## src/rtl/booth_pkg.sv

```systemverilog
// Shared types and helpers for the Booth multiplier family.
// Recode-op and FSM state encodings are common to the sequential and array variants.
package booth_pkg;

    typedef enum logic [1:0] {
        IDLE,
        RUN,
        DONE
    } state_e;

    typedef enum logic [1:0] {
        BOOTH_NOP,
        BOOTH_ADD,
        BOOTH_SUB
    } booth_op_e;

    function automatic int unsigned clog2(input int unsigned value);
        int unsigned r;
        r = 0;
        while ((64'd1 << r) < 64'(value)) begin
            r++;
        end
        return r;
    endfunction

endpackage

```

## src/rtl/booth_recode.sv

```systemverilog
// Radix-2 Booth recoder: maps the bit pair {q_i, q_prev} to a skip/add/subtract step.
module booth_recode
    import booth_pkg::*;
(
    input  logic      q_i,
    input  logic      q_prev,
    output booth_op_e op
);

    logic valid;
    logic sign;

    assign valid = q_i ^ q_prev;
    assign sign  = q_i;

    always_comb begin
        op = BOOTH_NOP;
        if (valid) begin
            op = sign ? BOOTH_SUB : BOOTH_ADD;
        end
    end

endmodule

```

## src/rtl/booth_seq_ctrl.sv

```systemverilog
// Sequential radix-2 Booth multiplier: one recode step per clock on a shared accumulator,
// operands in and product out through valid/ready handshakes.
module booth_seq_ctrl
    import booth_pkg::*;
#(
    parameter int unsigned WIDTH = 8
) (
    input  logic               clk,
    input  logic               rst,
    input  logic               in_valid,
    output logic               in_ready,
    input  logic [WIDTH-1:0]   op_1,
    input  logic [WIDTH-1:0]   op_2,
    output logic               out_valid,
    input  logic               out_ready,
    output logic [2*WIDTH-1:0] result,
    output logic               busy
);

    localparam int unsigned PW    = 2 * WIDTH;
    localparam int unsigned CNT_W = clog2(WIDTH) + (((WIDTH & (WIDTH - 1)) == 0) ? 1 : 0);

    state_e           state_q, state_d;
    logic [PW-1:0]    m_q, m_d;
    logic [PW-1:0]    acc_q, acc_d;
    logic [WIDTH-1:0] q_q, q_d;
    logic             q_prev_q, q_prev_d;
    logic [CNT_W-1:0] cnt_q, cnt_d;

    booth_op_e     step_op;
    logic [PW-1:0] addend;
    logic          carry_in;
    logic [PW-1:0] sum;

    // m_q shifts left and q_q shifts right each step, so m_q == M << cnt and q_q[0] == Q[cnt].
    booth_recode u_recode (
        .q_i    (q_q[0]),
        .q_prev (q_prev_q),
        .op     (step_op)
    );

    always_comb begin
        addend   = '0;
        carry_in = 1'b0;
        unique case (step_op)
            BOOTH_ADD: addend = m_q;
            BOOTH_SUB: begin
                addend   = ~m_q;
                carry_in = 1'b1;
            end
            default: ;
        endcase
        sum = acc_q + addend + PW'(carry_in);
    end

    always_comb begin
        state_d  = state_q;
        m_d      = m_q;
        acc_d    = acc_q;
        q_d      = q_q;
        q_prev_d = q_prev_q;
        cnt_d    = cnt_q;
        unique case (state_q)
            IDLE: begin
                if (in_valid) begin
                    m_d      = {{WIDTH{op_1[WIDTH-1]}}, op_1};
                    q_d      = op_2;
                    q_prev_d = 1'b0;
                    acc_d    = '0;
                    cnt_d    = '0;
                    state_d  = RUN;
                end
            end
            RUN: begin
                acc_d    = sum;
                q_prev_d = q_q[0];
                q_d      = q_q >> 1;
                m_d      = m_q << 1;
                cnt_d    = cnt_q + CNT_W'(1);
                if (cnt_q == CNT_W'(WIDTH - 1)) begin
                    state_d = DONE;
                end
            end
            DONE: begin
                if (out_ready) begin
                    state_d = IDLE;
                end
            end
            default: state_d = IDLE;
        endcase
    end

    always_ff @(posedge clk or posedge rst) begin
        if (rst) begin
            state_q  <= IDLE;
            m_q      <= '0;
            acc_q    <= '0;
            q_q      <= '0;
            q_prev_q <= 1'b0;
            cnt_q    <= '0;
        end else begin
            state_q  <= state_d;
            m_q      <= m_d;
            acc_q    <= acc_d;
            q_q      <= q_d;
            q_prev_q <= q_prev_d;
            cnt_q    <= cnt_d;
        end
    end

    assign in_ready  = (state_q == IDLE);
    assign out_valid = (state_q == DONE);
    assign busy      = (state_q != IDLE);
    assign result    = acc_q;

endmodule

```

## config.mk

```make
export PLATFORM = sky130hd
export DESIGN_NAME = booth_seq_ctrl
export DESIGN_NICKNAME = d
export VERILOG_FILES = /design/src/rtl/booth_pkg.sv /design/src/rtl/booth_recode.sv /design/src/rtl/booth_seq_ctrl.sv
export SDC_FILE = /design/constraint.sdc
export NUM_CORES = 1
export LEC_CHECK = 0
export CORE_MARGIN = 4
export CORE_UTILIZATION = 30
export CTS_CLUSTER_DIAMETER = 30
export DETAILED_ROUTE_END_ITERATION = 12
export HOLD_SLACK_MARGIN = 0.05
export MAX_ROUTING_LAYER = met4
export PLACE_DENSITY = 0.51
export SYNTH_ARGS = -nofsm -noshare
export SYNTH_HDL_FRONTEND = slang
export SYNTH_SLANG_ARGS = --single-unit
```

## constraint.sdc

```tcl
create_clock -name clk -period 6.26 [get_ports clk]
set_clock_uncertainty 0.15 [all_clocks]
set_input_delay 1.252 -clock clk [delete_from_list [all_inputs] [get_ports clk]]
set_output_delay 1.252 -clock clk [all_outputs]
set_load 0.005 [all_outputs]
```

==> out/metrics.cfg <==
[synth]
syn_area_mm2 = 0.00279
ys.warnings.count = 0
async_flop_share = 1.00
netlist_top_cells_count = nand2_1 (63), o21ai_0 (55), dfrtp_1 (47), a21oi_1 (22)
netlist.area_leader.share = 0.422
synth_nets = 361
yosysMostFrequentCell = nand2_1
synthCells = 324
synth_top_area_cell = dfrtp_1
yosysSeqAreaShare = 0.422
synth-edff-count = 0
ys_ff_latch = 47
synth_cell_types = 41
ys.flop_type = dfrtp_1
synthTopCellsByArea = dfrtp_1 (42%), o21ai_0 (9.9%), nand2_1 (8.5%)
syn_avg_cell_area_um2 = 8.61

[clocking]
postCtsSetupBuffers = 0
cts.reportedPaths.clkPinSlew_ns = 0.09
cts-hold-fix-buffers = 0
root_buffer = clkbuf_8
numClockSinks = 47
cts_max_path_buffers = 2
tritoncts = done
clk_latency_ns = 0.30
cts_resized = 0
cts_made_buffers = 5
htree_num_levels = 2

[routing]
num_vias = 2382
ant_nets = 0
wl_per_cell_um = 14.6
drc = 0
wl_um = 6780
drt_iter0_markers = 125
viasPerCell = 5.13
drtPass1Iterations = 4

[grt]
grt_pass1_wl_um = 11700
grt-ovfl-total = 0
grt_pass1_vias = 2348
antenna_found_initial = 0
grt_max_degree = 48
grtUsageTotal = 0.133

[die]
core-area_mm2 = 0.00889
ioPinCount = 39
dieArea_mm2 = 0.0109
die_h_um = 104
die_width_um = 104
rows = 34
initial_core_util = 0.314

[power_and_ir_drop]
irDropWorstVdd_v = 0.000209
p_leak_nw = 1.39
p_per_area_mw_per_mm2 = 580

[timing]
slew_headroom = 0.325
min_period_over_period = 0.593
final.min_clock_period_ns = 3.71
fmax_ghz = 0.269
slew_violations = 0
grt_setup_unrepaired = false
setup_tns_ns = 0
finalHoldViolCount = 0
tightest_slew_ns = 1.01
setup_viol = 0
finalWorstSetupSlack_ns = 2.55

[setup_path]
cp_max_fo = 15
r2r_start = q_q[0]$_DFFE_PP0P_
crit_arrival_ns = 3.81
ff2ff_path_depth = 10
cp_data_required_time_ns = 6.35
cp-end-kind = register
startpoint_type = register
rr_endpoint = result[14]$_DFFE_PP0P_
critPathKind = reg -> reg
r2r_setup_slack_ns = 2.55

[layout]
seq_area_mm2 = 0.00118
nFillCells = 917
insertedDiodeCount = 0
nNetsFinal = 392
syn_to_final_growth_pct = 20.7
drive_gt1_frac = 0.0393
multi_input_area_mm2 = 0.00153

[placed_design]
io_buffer_count = 38
hpwl_um = 4720
place.gp.congestion = 0.833
pre_cts_slack_ns = 2.55

[hold_path]
whs_path_depth = 2
min_from = q_q[3]$_DFFE_PP0P_
min_path_type = reg -> reg
min_to = q_q[3]$_DFFE_PP0P_

[status]
status = complete, no violations

[job]
max_cap_violations = 0

worst max path at each step:
| stage | from | to |
|---|---|---|
| global route | q_q[0]$_DFFE_PP0P_ | result[14]$_DFFE_PP0P_ |
| global placement | q_q[0]$_DFFE_PP0P_ | result[14]$_DFFE_PP0P_ |
| floorplan | q_q[0]$_DFFE_PP0P_ | result[14]$_DFFE_PP0P_ |
| finish | q_q[0]$_DFFE_PP0P_ | result[14]$_DFFE_PP0P_ |
| detailed placement | q_q[0]$_DFFE_PP0P_ | result[14]$_DFFE_PP0P_ |
| CTS | q_q[0]$_DFFE_PP0P_ | result[14]$_DFFE_PP0P_ |
per-layer routing:
layer	GRT usage	vias to the layer above	part of all wire
met3	0.0230	5	0.037
met2	0.199	42	0.45
li1	-	1221	-
met5	-	-	0
met4	0.0313	0	0.0094
met1	0.189	1114	0.50
layout by cell type, fill, tap and decap left out, types with 2 or more instances in the layout:
cell type	n
nand2b_1	4
fa_1	2
a21oi_1	22
a21o_1	4
buf_4	2
nor2b_1	4
nand4_1	2
ha_1	15
clkbuf_8	7
o21bai_1	2
and3_1	2
a211o_1	2
o21a_1	4
xnor2_1	4
nand3_1	3
or4_1	2
clkdlybuf4s50_1	38
dfrtp_1	47
nor4_1	2
nand2_1	63
inv_1	8
o211ai_1	3
o21ai_0	55
nor2_1	14
a22o_1	3
a32o_1	3
xor2_1	7
nor3_1	2
a22oi_1	15
sequential cells by signal, indices dropped and copies added (netlist names):
signal	cells
m_q	16
result	16
q_q	8
cnt_q	4
state_q	2
q_prev_q	1
cell families after synthesis:
| logic type | count (synthesis) | share of synthesized area |
|---|---|---|
| compound gates | 124 | 0.274 |
| fa+ha+maj | 17 | 0.0817 |
| simple gates | 100 | 0.154 |
| flops | 47 | 0.422 |
| xor+xnor | 11 | 0.0345 |
| buf+inv | 25 | 0.0336 |
through the flow:
| stage | hold WS [ns] | total power, mW | util | instances | instance area, um^2 |
|---|---|---|---|---|---|
| 6_report | 0.341 | 1.95 | 0.379 | 464 | 3370 |
| 5_1_grt | 0.373 | 2.17 | 0.379 | 464 | 3370 |
| 4_1_cts | 0.347 | 1.97 | 0.379 | 464 | 3370 |
| 3_5_place_dp | 0.326 | 1.76 | 0.367 | 456 | 3270 |
| 3_3_place_gp | 0.318 | 1.74 | 0.367 | 456 | 3270 |
| 2_1_floorplan | 0.300 | 1.40 | - | 324 | 2790 |
power by group:
part / total [mW] / switching (mW) / leakage (nW) / internal [mW]
clock: 0.210 / 0.108 / 0.0515 / 0.101
combinational: 1.18 / 0.645 / 0.746 / 0.533
sequential: 0.565 / 0.118 / 0.596 / 0.447
critical path, cell delays in order (launching register included):
cell     delay, ns
dfrtp_1       0.42
nor2b_1       0.75
a21oi_1       0.21
fa_1          0.45
fa_1          0.42
inv_1         0.08
a21o_1        0.14
a221o_1       0.23
a31oi_1       0.21
or4_1         0.50
nand3_1       0.09
area by class of cell:
type	count	area share
clock buffer	8	0.0297
sequential	47	0.349
timing repair buffer	40	0.117
inverter	9	0.0100
tap	108	0.0401
multi-input combinational	252	0.453
Power figures use the tool's default switching activity.
